===== src/rtl/rs_branch_queue_pkg.sv =====
// Shared widths, opcode constants and the static entry payload for the
// in-order branch reservation queue.
package rs_branch_queue_pkg;

  localparam int DATA_LEN     = 32;
  localparam int ADDR_LEN     = 32;
  localparam int RRF_SEL      = 6;
  localparam int SPECTAG_LEN  = 5;
  localparam int ALU_OP_WIDTH = 4;
  localparam int OPCODE_LEN   = 7;

  localparam logic [OPCODE_LEN-1:0] RV32_BRANCH = 7'b1100011;
  localparam logic [OPCODE_LEN-1:0] RV32_JAL    = 7'b1101111;
  localparam logic [OPCODE_LEN-1:0] RV32_JALR   = 7'b1100111;

  // Fields written once at dispatch and never touched by wakeup.
  typedef struct packed {
    logic [ADDR_LEN-1:0]     pc;
    logic [DATA_LEN-1:0]     imm;
    logic [ADDR_LEN-1:0]     praddr;
    logic [RRF_SEL-1:0]      rrftag;
    logic                    dstval;
    logic [ALU_OP_WIDTH-1:0] alu_op;
    logic [OPCODE_LEN-1:0]   opcode;
    logic [SPECTAG_LEN-1:0]  spectag;
  } info_t;

endpackage


===== src/rtl/rs_branch_wakeup.sv =====
// One operand's CDB wakeup: tag compare against both result buses and the
// resulting value/valid mux. cdb0 wins when both buses match.
module rs_branch_wakeup
  import rs_branch_queue_pkg::*;
(
  input  logic [DATA_LEN-1:0] i_src,
  input  logic                i_vld,
  input  logic                i_cdb0_we,
  input  logic [RRF_SEL-1:0]  i_cdb0_tag,
  input  logic [DATA_LEN-1:0] i_cdb0_data,
  input  logic                i_cdb1_we,
  input  logic [RRF_SEL-1:0]  i_cdb1_tag,
  input  logic [DATA_LEN-1:0] i_cdb1_data,
  output logic [DATA_LEN-1:0] o_src,
  output logic                o_vld
);

  logic w_hit0;
  logic w_hit1;

  assign w_hit0 = ~i_vld & i_cdb0_we & (i_cdb0_tag == i_src[RRF_SEL-1:0]);
  assign w_hit1 = ~i_vld & i_cdb1_we & (i_cdb1_tag == i_src[RRF_SEL-1:0]);

  always_comb begin
    o_src = i_src;
    o_vld = i_vld;
    if (w_hit0) begin
      o_src = i_cdb0_data;
      o_vld = 1'b1;
    end else if (w_hit1) begin
      o_src = i_cdb1_data;
      o_vld = 1'b1;
    end
  end

endmodule


===== src/rtl/rs_branch_queue.sv =====
// In-order branch reservation queue: circular buffer with CDB operand capture,
// head-only issue, full flush on misprediction and spec-bit clearing on success.
module rs_branch_queue
  import rs_branch_queue_pkg::*;
#(
  parameter int DEPTH = 4,
  localparam int PTR  = $clog2(DEPTH),
  localparam int CNT  = PTR + 1
) (
  input  logic                    clk,
  input  logic                    reset,
  input  logic                    dp_we,
  input  logic [ADDR_LEN-1:0]     dp_pc,
  input  logic [ADDR_LEN-1:0]     dp_praddr,
  input  logic [DATA_LEN-1:0]     dp_imm,
  input  logic [DATA_LEN-1:0]     dp_src1,
  input  logic [DATA_LEN-1:0]     dp_src2,
  input  logic                    dp_vld1,
  input  logic                    dp_vld2,
  input  logic [RRF_SEL-1:0]      dp_rrftag,
  input  logic                    dp_dstval,
  input  logic [ALU_OP_WIDTH-1:0] dp_alu_op,
  input  logic [OPCODE_LEN-1:0]   dp_opcode,
  input  logic [SPECTAG_LEN-1:0]  dp_spectag,
  input  logic                    dp_specbit,
  input  logic                    cdb0_we,
  input  logic [RRF_SEL-1:0]      cdb0_tag,
  input  logic [DATA_LEN-1:0]     cdb0_data,
  input  logic                    cdb1_we,
  input  logic [RRF_SEL-1:0]      cdb1_tag,
  input  logic [DATA_LEN-1:0]     cdb1_data,
  input  logic                    prmiss,
  input  logic                    prsuccess,
  input  logic [SPECTAG_LEN-1:0]  pr_tag,
  output logic                    full,
  output logic [CNT-1:0]          count,
  output logic                    issue,
  output logic [DATA_LEN-1:0]     ex_src1,
  output logic [DATA_LEN-1:0]     ex_src2,
  output logic [ADDR_LEN-1:0]     ex_pc,
  output logic [DATA_LEN-1:0]     ex_imm,
  output logic [ADDR_LEN-1:0]     ex_praddr,
  output logic [RRF_SEL-1:0]      ex_rrftag,
  output logic                    ex_dstval,
  output logic [ALU_OP_WIDTH-1:0] ex_alu_op,
  output logic [OPCODE_LEN-1:0]   ex_opcode,
  output logic [SPECTAG_LEN-1:0]  ex_spectag,
  output logic                    ex_specbit
);

  logic [PTR-1:0]      r_head;
  logic [PTR-1:0]      r_tail;
  logic [CNT-1:0]      r_count;
  logic                r_valid   [DEPTH];
  logic [DATA_LEN-1:0] r_src1    [DEPTH];
  logic [DATA_LEN-1:0] r_src2    [DEPTH];
  logic                r_vld1    [DEPTH];
  logic                r_vld2    [DEPTH];
  logic                r_specbit [DEPTH];
  info_t               r_info    [DEPTH];

  logic [DATA_LEN-1:0] w_src1_wk [DEPTH];
  logic [DATA_LEN-1:0] w_src2_wk [DEPTH];
  logic                w_vld1_wk [DEPTH];
  logic                w_vld2_wk [DEPTH];
  logic                w_spec_clr [DEPTH];

  logic [DATA_LEN-1:0] w_dp_src1;
  logic [DATA_LEN-1:0] w_dp_src2;
  logic                w_dp_vld1;
  logic                w_dp_vld2;
  logic                w_dp_specbit;
  logic                w_full;
  logic                w_issue;
  logic                w_dp_acc;

  assign w_full  = (r_count == CNT'(DEPTH));
  // Reset is gated in so a mid-run reset never hands a stale head downstream.
  assign w_issue = r_valid[r_head] & r_vld1[r_head] & r_vld2[r_head] & ~prmiss & ~reset;
  assign w_dp_acc = dp_we & ~prmiss & ~reset & (~w_full | w_issue);

  genvar gi;
  generate
    for (gi = 0; gi < DEPTH; gi++) begin : g_entry
      rs_branch_wakeup u_wk1 (
        .i_src(r_src1[gi]), .i_vld(r_vld1[gi]),
        .i_cdb0_we(cdb0_we), .i_cdb0_tag(cdb0_tag), .i_cdb0_data(cdb0_data),
        .i_cdb1_we(cdb1_we), .i_cdb1_tag(cdb1_tag), .i_cdb1_data(cdb1_data),
        .o_src(w_src1_wk[gi]), .o_vld(w_vld1_wk[gi])
      );
      rs_branch_wakeup u_wk2 (
        .i_src(r_src2[gi]), .i_vld(r_vld2[gi]),
        .i_cdb0_we(cdb0_we), .i_cdb0_tag(cdb0_tag), .i_cdb0_data(cdb0_data),
        .i_cdb1_we(cdb1_we), .i_cdb1_tag(cdb1_tag), .i_cdb1_data(cdb1_data),
        .o_src(w_src2_wk[gi]), .o_vld(w_vld2_wk[gi])
      );
      assign w_spec_clr[gi] = prsuccess & (r_info[gi].spectag == pr_tag);
    end
  endgenerate

  // Dispatch bypass: operands produced on a CDB this cycle enter already valid.
  rs_branch_wakeup u_dp_wk1 (
    .i_src(dp_src1), .i_vld(dp_vld1),
    .i_cdb0_we(cdb0_we), .i_cdb0_tag(cdb0_tag), .i_cdb0_data(cdb0_data),
    .i_cdb1_we(cdb1_we), .i_cdb1_tag(cdb1_tag), .i_cdb1_data(cdb1_data),
    .o_src(w_dp_src1), .o_vld(w_dp_vld1)
  );
  rs_branch_wakeup u_dp_wk2 (
    .i_src(dp_src2), .i_vld(dp_vld2),
    .i_cdb0_we(cdb0_we), .i_cdb0_tag(cdb0_tag), .i_cdb0_data(cdb0_data),
    .i_cdb1_we(cdb1_we), .i_cdb1_tag(cdb1_tag), .i_cdb1_data(cdb1_data),
    .o_src(w_dp_src2), .o_vld(w_dp_vld2)
  );

  assign w_dp_specbit = dp_specbit & ~(prsuccess & (dp_spectag == pr_tag));

  always_ff @(posedge clk) begin
    if (reset || prmiss) begin
      r_head  <= '0;
      r_tail  <= '0;
      r_count <= '0;
      for (int i = 0; i < DEPTH; i++) begin
        r_valid[i] <= 1'b0;
      end
    end else begin
      for (int i = 0; i < DEPTH; i++) begin
        r_src1[i] <= w_src1_wk[i];
        r_vld1[i] <= w_vld1_wk[i];
        r_src2[i] <= w_src2_wk[i];
        r_vld2[i] <= w_vld2_wk[i];
        if (w_spec_clr[i]) begin
          r_specbit[i] <= 1'b0;
        end
      end
      if (w_issue) begin
        r_valid[r_head] <= 1'b0;
        r_head          <= r_head + PTR'(1);
      end
      // When full, tail equals head: the new entry reuses the slot just popped.
      if (w_dp_acc) begin
        r_valid[r_tail]   <= 1'b1;
        r_src1[r_tail]    <= w_dp_src1;
        r_vld1[r_tail]    <= w_dp_vld1;
        r_src2[r_tail]    <= w_dp_src2;
        r_vld2[r_tail]    <= w_dp_vld2;
        r_specbit[r_tail] <= w_dp_specbit;
        r_info[r_tail]    <= '{pc: dp_pc, imm: dp_imm, praddr: dp_praddr,
                               rrftag: dp_rrftag, dstval: dp_dstval,
                               alu_op: dp_alu_op, opcode: dp_opcode,
                               spectag: dp_spectag};
        r_tail            <= r_tail + PTR'(1);
      end
      r_count <= r_count + CNT'(w_dp_acc) - CNT'(w_issue);
    end
  end

  assign full       = w_full;
  assign count      = r_count;
  assign issue      = w_issue;
  assign ex_src1    = r_src1[r_head];
  assign ex_src2    = r_src2[r_head];
  assign ex_pc      = r_info[r_head].pc;
  assign ex_imm     = r_info[r_head].imm;
  assign ex_praddr  = r_info[r_head].praddr;
  assign ex_rrftag  = r_info[r_head].rrftag;
  assign ex_dstval  = r_info[r_head].dstval;
  assign ex_alu_op  = r_info[r_head].alu_op;
  assign ex_opcode  = r_info[r_head].opcode;
  assign ex_spectag = r_info[r_head].spectag;
  assign ex_specbit = r_specbit[r_head];

  a_no_dispatch_when_full: assert property (@(posedge clk) disable iff (reset)
    !(dp_we && w_full && !w_issue && !prmiss));

endmodule


===== config.mk =====
export PLATFORM = sky130hd
export DESIGN_NAME = rs_branch_queue
export DESIGN_NICKNAME = d
export VERILOG_FILES = /design/src/rtl/rs_branch_queue_pkg.sv /design/src/rtl/rs_branch_wakeup.sv /design/src/rtl/rs_branch_queue.sv
export SDC_FILE = /design/constraint.sdc
export NUM_CORES = 1
export LEC_CHECK = 0
export CORE_ASPECT_RATIO = 0.6
export CORE_MARGIN = 1
export CORE_UTILIZATION = 57
export DETAILED_ROUTE_END_ITERATION = 8
export HOLD_SLACK_MARGIN = 0.03
export PLACE_DENSITY = 0.86
export SLEW_MARGIN = 20
export SYNTH_ARGS = -nofsm -noshare
export SYNTH_HDL_FRONTEND = slang
export SYNTH_SLANG_ARGS = --single-unit

===== constraint.sdc =====
create_clock -name clk -period 5.84 [get_ports clk]
set_input_delay 0.584 -clock clk [delete_from_list [all_inputs] [get_ports clk]]
set_output_delay 0.584 -clock clk [all_outputs]
set_load 0.03 [all_outputs]

==> results.py <==
metrics = {
    "pwr": {
        "clkPwrFrac": 0.395,
        "intPower_mw": 9.03,
        "power_frac_seq": 0.517,
        "ir_drop_v": 0.000289,
        "power.leakage_nw": 17.8,
        "combinationalPowerShare": 0.088,
        "p_sw_mw": 2.66,
        "power.density_mw_per_mm2": 258,
        "switching_share": 0.227,
        "finalPower_mw": 11.7,
    },
    "cts": {
        "cts_buffer_depth": 3,
        "cts_made_buffers": 71,
        "cts-htree-levels": 3,
        "post_cts_buffers": 0,
        "insertion_delay_ns": 0.63,
        "cts.clk_slew.worst_paths_ns": 0.06,
        "postCtsHoldBufs": 0,
        "cts_root_buf": "clkbuf_16",
        "cts_resized": 0,
        "cts_tree": "yes",
        "cts_sinks": 757,
    },
    "synth": {
        "yosysSeqAreaShare": 0.594,
        "synth_top_family_by_area": "multiplexers",
        "synth_area_mm2": 0.0380,
        "synthMuxAreaShare": 0.244,
        "synthArstFlopShare": 0,
        "synth_edf_count": 744,
        "synth_top_area_cell": "edfxtp_1",
        "synthXorXnorAreaFrac": 0.0343,
        "synthAdderAreaFrac": 0.00250,
        "ys_seq_elements": 757,
        "syn-num-nets": 2570,
        "synthTopCellsByCount": "edfxtp_1 (744), mux2i_1 (512), mux4_2 (184)",
        "synth_most_common_cell": "edfxtp_1",
        "synth_warnings": 0,
        "synth_compound_area_frac": 0.0419,
        "synth_flop_cell": "edfxtp_1",
        "syn_inst": 2289,
        "syn_avg_cell_area_um2": 16.6,
        "synth-simple-area-share": 0.0480,
        "synthTopCellsByArea": "edfxtp_1 (59%), mux2i_1 (13%), mux4_2 (11%)",
        "ys_types": 51,
        "yosys.area.top_type_share": 0.587,
    },
    "floorplan": {
        "dieArea_mm2": 0.0678,
        "fp-row-count": 72,
        "io_pins": 463,
        "core-area_mm2": 0.0652,
        "start_util": 0.583,
        "die_x_um": 335,
        "fp.dieH_um": 202,
    },
    "detailed_routing": {
        "drt-pass1-iter-count": 5,
        "drt_iter0_markers": 2629,
        "avgViaCountPerCell": 6.58,
        "drt-total-wl_mm": 111,
        "ant_nets": 0,
        "vias": 23573,
        "wl_per_cell_um": 31.0,
        "drc_errors": 0,
    },
    "final_layout": {
        "areaGrowthSynthToFinish_pct": 19.3,
        "num-fill-cells": 4191,
        "fin_cells": 3582,
        "drive_above_1_share": 0.168,
        "fin_util": 0.695,
        "fin_area_mm2": 0.0454,
        "nNetsFinal": 2911,
    },
    "worst_setup_path": {
        "r2r.worst_path.cells": 6,
        "cp-end-kind": "primary output",
        "crit_arrival_ns": 3.75,
        "worstSetupEndpoint": "ex_src2[30]",
        "start_kind": "flip-flop",
        "cp_slowest_stage_delay_ns": 0.94,
        "timing.rr.end": "r_info[3][93]",
        "cp.depth": 3,
        "worstPathCellList": "buf_6 > mux4_2 > clkdlybuf4s50_1",
        "required_ns": 5.26,
        "worst-path-buf-inv": 2,
        "rrSetupSlack_ns": 1.80,
        "crit_fanout": 50,
        "crit_family": "buffers and inverters",
        "crit_path_top_delay_cell": "dfxtp_4",
        "critPathKind": "reg2out",
    },
    "place": {
        "dp_hpwl_mm": 69.3,
        "dp.cells": 3445,
        "io_buffers": 462,
        "gp_congestion": 0.947,
        "place_area_mm2": 0.0431,
    },
    "min_path": {
        "hp-start": "r_valid[1]",
        "worst_hold_path_type": "reg2reg",
        "whs_path_depth": 1,
    },
    "global_route": {
        "grt_max_degree": 121,
        "grt_pass1_wl_mm": 162,
        "first_global_vias": 24284,
        "grt_use_total": 0.327,
        "antenna_found_initial": 14,
        "grt_overflow": 0,
    },
    "sta": {
        "slew_headroom": 0.251,
        "fin_tns_setup_ns": 0,
        "rsz0062_at_grt": "false",
        "worst_slew_pin_slew_ns": 1.12,
        "max_freq_mhz": 231,
        "post-route-period-util": 0.742,
        "drv_slew": 0,
        "setup_violations": 0,
        "hold_viol_final": 0,
        "finClkSkew_ns": 0.0123,
        "fin_crit_ns": 4.34,
    },
    "run": {
        "maxCapViolations": 0,
    },
    "outcome": {
        "status": "completed",
    },
}
metal layers:
layer  routed length, um  vias to the layer above  global-route usage
met5                  27                        -                   0
met4                4490                        4               0.137
met3               10600                      261              0.0770
met2               53000                     1375               0.509
met1               43000                    12175               0.445
li1                    -                     9758                   -
layout by cell type, fill, tap and decap left out, types with 6 or more instances in the layout:
cell type and n:
o211ai_1 8, nor4_2 22, mux4_2 184, dfxtp_1 11, or3_1 33, mux2i_1 512
nor3b_1 17, clkdlybuf4s50_1 462, xor2_1 94, inv_1 45, a21boi_0 15, nand4_1 21
buf_12 6, a21boi_1 49, diode_2 12, o31ai_4 8, edfxtp_1 744, nor2_1 9
nor3_1 16, clkbuf_1 13, o31ai_2 54, and3_1 32, nor4_4 11, clkbuf_16 74
clkinv_1 17, xnor2_1 53, nand3b_1 32, ha_1 6, clkinv_2 9, buf_4 33
sequential cells by signal, summed over array words and instances (netlist names), named ones only:
| register | cells |
|---|---|
| r_head | 2 |
| r_tail | 2 |
| r_src2 | 128 |
| r_vld2 | 4 |
| count | 3 |
| r_vld1 | 4 |
| r_src1 | 128 |
| r_valid | 4 |
| r_specbit | 4 |
| r_info | 476 |
worst reg2reg max path: stages, from the launching register on:
cell and delay (ns):
dfxtp_4 0.94, nand4_1 0.25, nand4_1 0.20, nand4_2 0.41
or2_4 0.62, inv_4 0.62, buf_12 0.49
kinds of logic after synthesis:
family,count (synthesis)
flops,757
mux,696
buf+inv,284
simple gates,237
compound gates,160
xor+xnor,148
fa+ha+maj,7
worst min path at each step:
stage | endpoint | slack [ns]
final | r_valid[1] | 0.50
after floorplan | r_valid[0] | 0.46
after global placement | r_valid[1] | 0.47
after detailed placement | r_valid[3] | 0.48
after global routing | r_valid[1] | 0.51
after CTS | r_valid[3] | 0.49
final cells by class:
type                    instances  area (um2)  share of cell area
multi-input cells            1248       14200               0.312
flip-flops and latches        757       22600               0.498
inverters                      50         198             0.00436
repair buffers                502        5000               0.110
well taps                     888        1110              0.0245
diodes                         12        30.0            0.000662
clock buffers                  89        1930              0.0425
clock inverters                36         322             0.00709
power by group through the flow:
stage	Combinational, mW	Sequential [mW]	Clock (mW)
after CTS	1.02	6.04	4.65
after detailed placement	1.01	6.16	0
after floorplan	0.563	6.15	0
after global placement	0.969	6.15	0
final	1.03	6.04	4.62
after global routing	1.08	6.04	4.84
metrics by stage:
step	worst slack (ns)	hold slack (ns)
3_5_place_dp	1.48	0.476
5_1_grt	1.30	0.513
3_3_place_gp	1.61	0.472
4_1_cts	1.16	0.492
2_1_floorplan	1.31	0.457
6_report	1.50	0.500
No activity file was read; power rests on OpenSTA's default activity.
